## src/rtl/muldiv_unit_pkg.sv

```systemverilog
// ============================================================================
// Module  : muldiv_unit_pkg
// Brief   : Operation codes, FSM state encoding and decode helpers for the
//           iterative multiply/divide unit.
// Revision: 1.0 - initial release
// ============================================================================
`default_nettype none

package muldiv_unit_pkg;

  localparam logic [1:0] MDOP_MULT  = 2'd0;
  localparam logic [1:0] MDOP_MULTU = 2'd1;
  localparam logic [1:0] MDOP_DIV   = 2'd2;
  localparam logic [1:0] MDOP_DIVU  = 2'd3;

  typedef enum logic [1:0] {
    MD_IDLE = 2'd0,
    MD_CALC = 2'd1,
    MD_FIX  = 2'd2
  } md_state_e;

  function automatic logic op_is_signed(input logic [1:0] op);
    return (op == MDOP_MULT) || (op == MDOP_DIV);
  endfunction

  function automatic logic op_is_div(input logic [1:0] op);
    return (op == MDOP_DIV) || (op == MDOP_DIVU);
  endfunction

endpackage

`default_nettype wire

```

## src/rtl/md_sign_fix.sv

```systemverilog
// ============================================================================
// Module  : md_sign_fix
// Brief   : Combinational two's-complement negate-if-flag of a W-bit value.
// Revision: 1.0 - initial release
// ============================================================================
`default_nettype none

module md_sign_fix #(
  parameter int W = 32
) (
  input  logic [W-1:0] val,
  input  logic         neg,
  output logic [W-1:0] res
);

  assign res = neg ? (W'(0) - val) : val;

endmodule

`default_nettype wire

```

## src/rtl/muldiv_unit.sv

```systemverilog
// ============================================================================
// Module  : muldiv_unit
// Brief   : Iterative 32-cycle shift-add multiplier / restoring divider that
//           owns the architectural HI/LO registers.
// Revision: 1.0 - initial release
// ============================================================================
`default_nettype none

module muldiv_unit
  import muldiv_unit_pkg::*;
#(
  parameter int DATA_W = 32,
  parameter int CNT_W  = 6
) (
  input  logic              clk,
  input  logic              rst,
  input  logic              Start,
  input  logic [1:0]        MdOp,
  input  logic [DATA_W-1:0] DataIn1,
  input  logic [DATA_W-1:0] DataIn2,
  input  logic              HiWe,
  input  logic              LoWe,
  input  logic [DATA_W-1:0] HiLoData,
  output logic              Busy,
  output logic              Done,
  output logic [DATA_W-1:0] Hi,
  output logic [DATA_W-1:0] Lo
);

  md_state_e               state_q, state_d;
  logic [CNT_W-1:0]        cnt_q, cnt_d;
  logic [2*DATA_W-1:0]     acc_q, acc_d;
  logic [DATA_W-1:0]       opnd_q, opnd_d;
  logic                    is_div_q, is_div_d;
  logic                    neg_res_q, neg_res_d;
  logic                    neg_rem_q, neg_rem_d;
  logic [DATA_W-1:0]       hi_q, hi_d;
  logic [DATA_W-1:0]       lo_q, lo_d;
  logic                    busy_q, busy_d;
  logic                    done_q, done_d;

  logic                    sgn1, sgn2;
  logic [DATA_W-1:0]       mag1, mag2;
  logic [DATA_W:0]         mul_sum;
  logic [2*DATA_W-1:0]     mul_next;
  logic [DATA_W:0]         div_shift, div_diff;
  logic                    div_ok;
  logic [2*DATA_W-1:0]     div_next;
  logic [2*DATA_W-1:0]     prod_fix;
  logic [DATA_W-1:0]       quo_fix, rem_fix;

  assign sgn1 = op_is_signed(MdOp) & DataIn1[DATA_W-1];
  assign sgn2 = op_is_signed(MdOp) & DataIn2[DATA_W-1];

  md_sign_fix #(.W(DATA_W))   u_mag1 (.val(DataIn1), .neg(sgn1), .res(mag1));
  md_sign_fix #(.W(DATA_W))   u_mag2 (.val(DataIn2), .neg(sgn2), .res(mag2));
  md_sign_fix #(.W(2*DATA_W)) u_prod (.val(acc_q), .neg(neg_res_q), .res(prod_fix));
  md_sign_fix #(.W(DATA_W))   u_quo  (.val(acc_q[DATA_W-1:0]), .neg(neg_res_q), .res(quo_fix));
  md_sign_fix #(.W(DATA_W))   u_rem  (.val(acc_q[2*DATA_W-1:DATA_W]), .neg(neg_rem_q), .res(rem_fix));

  // Multiply: acc = {partial product, remaining multiplier bits}; add on LSB, shift right.
  assign mul_sum  = {1'b0, acc_q[2*DATA_W-1:DATA_W]} + (acc_q[0] ? {1'b0, opnd_q} : '0);
  assign mul_next = {mul_sum, acc_q[DATA_W-1:1]};

  // Divide: acc = {partial remainder, dividend bits shifting out / quotient bits shifting in}.
  assign div_shift = {acc_q[2*DATA_W-1:DATA_W], acc_q[DATA_W-1]};
  assign div_diff  = div_shift - {1'b0, opnd_q};
  assign div_ok    = ~div_diff[DATA_W];
  assign div_next  = {(div_ok ? div_diff[DATA_W-1:0] : div_shift[DATA_W-1:0]),
                      acc_q[DATA_W-2:0], div_ok};

  always_comb begin
    state_d   = state_q;
    cnt_d     = cnt_q;
    acc_d     = acc_q;
    opnd_d    = opnd_q;
    is_div_d  = is_div_q;
    neg_res_d = neg_res_q;
    neg_rem_d = neg_rem_q;
    hi_d      = hi_q;
    lo_d      = lo_q;
    busy_d    = busy_q;
    done_d    = 1'b0;

    case (state_q)
      MD_IDLE: begin
        if (Start) begin
          is_div_d  = op_is_div(MdOp);
          acc_d     = {{DATA_W{1'b0}}, (op_is_div(MdOp) ? mag1 : mag2)};
          opnd_d    = op_is_div(MdOp) ? mag2 : mag1;
          neg_res_d = sgn1 ^ sgn2;
          neg_rem_d = sgn1;
          cnt_d     = '0;
          busy_d    = 1'b1;
          state_d   = MD_CALC;
        end else begin
          if (HiWe) hi_d = HiLoData;
          if (LoWe) lo_d = HiLoData;
        end
      end
      MD_CALC: begin
        acc_d = is_div_q ? div_next : mul_next;
        cnt_d = cnt_q + CNT_W'(1);
        if (cnt_q == CNT_W'(DATA_W - 1)) state_d = MD_FIX;
      end
      MD_FIX: begin
        if (is_div_q) begin
          // A zero divisor leaves the remainder equal to the raw dividend after sign fix.
          lo_d = (opnd_q == '0) ? '1 : quo_fix;
          hi_d = rem_fix;
        end else begin
          {hi_d, lo_d} = prod_fix;
        end
        done_d  = 1'b1;
        busy_d  = 1'b0;
        state_d = MD_IDLE;
      end
      default: state_d = MD_IDLE;
    endcase
  end

  always_ff @(posedge clk) begin
    if (rst) begin
      state_q   <= MD_IDLE;
      cnt_q     <= '0;
      acc_q     <= '0;
      opnd_q    <= '0;
      is_div_q  <= 1'b0;
      neg_res_q <= 1'b0;
      neg_rem_q <= 1'b0;
      hi_q      <= '0;
      lo_q      <= '0;
      busy_q    <= 1'b0;
      done_q    <= 1'b0;
    end else begin
      state_q   <= state_d;
      cnt_q     <= cnt_d;
      acc_q     <= acc_d;
      opnd_q    <= opnd_d;
      is_div_q  <= is_div_d;
      neg_res_q <= neg_res_d;
      neg_rem_q <= neg_rem_d;
      hi_q      <= hi_d;
      lo_q      <= lo_d;
      busy_q    <= busy_d;
      done_q    <= done_d;
    end
  end

  assign Busy = busy_q;
  assign Done = done_q;
  assign Hi   = hi_q;
  assign Lo   = lo_q;

endmodule

`default_nettype wire

```

## config.mk

```make
export PLATFORM = sky130hd
export DESIGN_NAME = muldiv_unit
export DESIGN_NICKNAME = d
export VERILOG_FILES = /design/src/rtl/muldiv_unit_pkg.sv /design/src/rtl/md_sign_fix.sv /design/src/rtl/muldiv_unit.sv
export SDC_FILE = /design/constraint.sdc
export NUM_CORES = 1
export LEC_CHECK = 0
export CELL_PAD_IN_SITES_DETAIL_PLACEMENT = 1
export CELL_PAD_IN_SITES_GLOBAL_PLACEMENT = 1
export CORE_UTILIZATION = 43
export CTS_CLUSTER_SIZE = 14
export DETAILED_ROUTE_END_ITERATION = 10
export HOLD_SLACK_MARGIN = 0.08
export PLACE_DENSITY_LB_ADDON = 0.12
export SLEW_MARGIN = 20
export SYNTH_ARGS = -nofsm -noshare
export SYNTH_HDL_FRONTEND = slang
export SYNTH_SLANG_ARGS = --single-unit
```

## constraint.sdc

```tcl
create_clock -name clk -period 4 [get_ports clk]
set_clock_uncertainty 0.05 [all_clocks]
set_input_delay 0.8 -clock clk [delete_from_list [all_inputs] [get_ports clk]]
set_output_delay 0.8 -clock clk [all_outputs]
set_load 0.02 [all_outputs]
```

==> results.sh, run 1 <==
export IMPL_status="completed"
export IMPL_worst_pin_slew_ns=1.06
export IMPL_yosys_area_top_type="dfxtp_1"
export IMPL_peakVddDrop_mv=0.345
export IMPL_synthCells=1954
export IMPL_drtAntennaViolNets=0
export IMPL_avgSynthCellArea_sq_um=7.50
export IMPL_fin_nets=2283
export IMPL_cp_required_ns=4.32
export IMPL_hpwl_um=47100
export IMPL_arrival_ns=4.16
export IMPL_synth_warning_count=0
export IMPL_final_util=0.529
export IMPL_hold_start="Lo[13]"
export IMPL_clkTransAtPathRegs_ns=0.08
export IMPL_fmax_mhz=260
export IMPL_layout_drive_gt1_share=0.0877
export IMPL_chipWidth_um=187
export IMPL_hold_viol_final=0
export IMPL_whs_path_depth=2
export IMPL_start_util=0.437
export IMPL_clock_latency_ns=0.46
export IMPL_crit_path_start="acc_q[31]"
export IMPL_layout_min_cycle_time_ns=3.84
export IMPL_ys_seq_area_frac=0.236
export IMPL_synth_cell_type_count=88
export IMPL_p_clk_frac=0.327
export IMPL_fin_crit_sh=0.960
export IMPL_ios=169
export IMPL_layout_common_cells="nor2_1, a21oi_1, nand2_1"
export IMPL_final_setup_viol_count=0
export IMPL_grt_pass1_vias=16200
export IMPL_p_leak_uw=0.00687
export IMPL_combinationalPowerShare=0.318
export IMPL_maxSlewViolCount=0
export IMPL_yosys_top_cells_area="dfxtp_1, a21oi_1, ha_1"
export IMPL_wl_um=60000
export IMPL_worstSetupStartpointType="flip-flop"
export IMPL_ff2ff_setup_slack_ns=0.16
export IMPL_synthToLayoutAreaGrowth_pct=21.2
export IMPL_fp_dieH_um=187
export IMPL_fp_row_count=67
export IMPL_avgRoutedWirePerCell_um=23.3
export IMPL_synth_top_area_frac=0.236
export IMPL_vias_per_cell=6.19
export IMPL_power_switching_uw=2040
export IMPL_synth_seq_cells=173
export IMPL_power_density_nw_per_um2=309
export IMPL_crit_chain="inv_1 > ha_1 > fa_1 > nand2b_1 > a21oi_1 > buf_4 > o211ai_1 > a211oi_2 > or2_4 > o311ai_4 > buf_12 > or3_1 > a221oi_2"
export IMPL_rsz0062_at_grt="false"
export IMPL_ys_flop_type="dfxtp_1"
export IMPL_cts_tree="yes"
export IMPL_cell_internal_pwr_uw=3440
export IMPL_grtUsageTotal=0.341
export IMPL_nFillCells=4156
export IMPL_holdCritPathClass="flip-flop to flip-flop"
export IMPL_synth_edf_count=0
export IMPL_cp_end_kind="flip-flop"
export IMPL_cts_sinks=173
export IMPL_grt_pass1_wl_um=93700
export IMPL_cts_htree_levels=4
export IMPL_place_gp_congestion=0.969
export IMPL_clockBufferDepth=2
export IMPL_p_total_uw=5490
export IMPL_drtIter0Drc=1057
export IMPL_layout_commonest_cell="nor2_1"
export IMPL_drcViolationCount=0
export IMPL_numCtsBuffers=17
export IMPL_grt_antenna_before_repair=1
export IMPL_clockRootBuffer="clkbuf_16"
export IMPL_io_buffer_count=168
export IMPL_vias=15900
export IMPL_overflow=0
export IMPL_drv_cap=0
export IMPL_crit_slowest_cell="or3_1"
export IMPL_coreArea_sq_um=33500
export IMPL_grt_start_max_net_pins=82
export IMPL_synthArstFlopShare=0
export IMPL_setup_tns_final_ns=0
export IMPL_die_area_sq_um=34800
export IMPL_r2r_cells=13
export IMPL_worstSetupPathType="flip-flop to flip-flop"
export IMPL_whs_endpoint="Lo[13]"
export IMPL_syn_area_sq_um=14700
export IMPL_worstReg2RegStart="acc_q[31]"
export IMPL_synth_nets=2128
export IMPL_cp_max_fo=46
export IMPL_swShare=0.373
export IMPL_r2r_end="acc_q[46]"
export IMPL_slowest_delay_ns=0.46
export IMPL_first_pass_iters=5
export IMPL_slew_headroom=0.292
export IMPL_post_cts_buffers=0
export IMPL_seq_power_share=0.355
[what timing repair did]
action	CTS	global route
setup endpoints to repair	0	2
gates resized for setup	0	1
hold endpoints to repair	0	0
hold buffers	0	0
[state kept, by name (all words and copies together), names as in the netlist]
signal	count
cnt_q	6
acc_q	64
Hi	32
neg_res_q	1
state_q	2
opnd_q	32
Done	1
neg_rem_q	1
is_div_q	1
Busy	1
Lo	32
[worst max path at each step]
stage           endpoint  cells after the start
5_1_grt        acc_q[61]                     13
3_5_place_dp   acc_q[28]                     12
6_report       acc_q[46]                     13
2_1_floorplan  acc_q[60]                     13
4_1_cts        acc_q[55]                     13
3_3_place_gp   acc_q[28]                     12
[synthesized netlist by cell type, types with 32 or more instances]
master,instances
mux2i_1,71
ha_1,69
dfxtp_1,173
o211ai_1,36
clkbuf_1,99
xnor2_1,93
o21ai_0,93
a21oi_1,199
nor3_1,42
inv_1,63
nand2_1,176
nor2_1,218
a211oi_1,84
xor2_1,71
o221ai_1,32
[cell type report]
type / count / area (sq um) / share of cell area
Antenna cell: 1 / 2.50 / 0.000141
Clock inverter: 14 / 170 / 0.00959
Tap cell: 448 / 561 / 0.0316
Clock buffer: 18 / 439 / 0.0247
Multi-Input combinational cell: 1585 / 10400 / 0.588
Sequential cell: 173 / 3460 / 0.195
Inverter: 64 / 240 / 0.0135
Timing Repair Buffer: 268 / 2440 / 0.137
[cells by family after synthesis]
| kind of cell | after synthesis | share of synthesized area |
|---|---|---|
| xor+xnor | 164 | 0.0980 |
| simple gates | 622 | 0.200 |
| compound gates | 650 | 0.297 |
| fa+ha+maj | 71 | 0.0617 |
| mux | 78 | 0.0539 |
| flops | 173 | 0.236 |
| buf+inv | 196 | 0.0539 |
[worst max-delay path: cells and delay by family, from the launching register on]
family | cells | cell delay, ns
simple gates | 3 | 0.90
flops | 1 | 0.34
buf+inv | 3 | 0.48
compound gates | 5 | 1.33
fa+ha+maj | 2 | 0.65
[stage by stage]
stage               area (sq um)  hold WS, ns  setup slack, ns  cells
global placement           17100        0.388            0.157   2538
finish                     17700        0.405            0.160   2571
CTS                        17700        0.407            0.214   2570
detailed placement         17100        0.396            0.116   2538
global route               17700        0.431           0.0201   2571
floorplan                  14700        0.382            0.784   1954
[power by group through the flow]
stage / logic [uW] / registers, uW / clock network, uW
CTS: 1720 / 1940 / 1810
global placement: 1670 / 1980 / 0
global route: 1880 / 1960 / 1870
detailed placement: 1710 / 1980 / 0
floorplan: 1060 / 1970 / 0
finish: 1740 / 1950 / 1800
[per-layer routing]
layer | share of wire | track usage | vias to the layer above
li1 | - | - | 7467
met1 | 0.45 | 0.452 | 7842
met2 | 0.46 | 0.558 | 502
met3 | 0.051 | 0.0378 | 102
met4 | 0.039 | 0.147 | 0
met5 | 0 | 0 | -
No activity file was read; power rests on OpenSTA's default activity.
==> inputs of run 2 (changes only) <==
--- a/config.mk
+++ b/config.mk
@@ -16,3 +16,4 @@
 export SYNTH_ARGS = -nofsm -noshare
 export SYNTH_HDL_FRONTEND = slang
 export SYNTH_SLANG_ARGS = --single-unit
+export TNS_END_PERCENT = 1
==> results of run 2 <==
The final DEF is identical to that of run 1; final timing and power are the same.
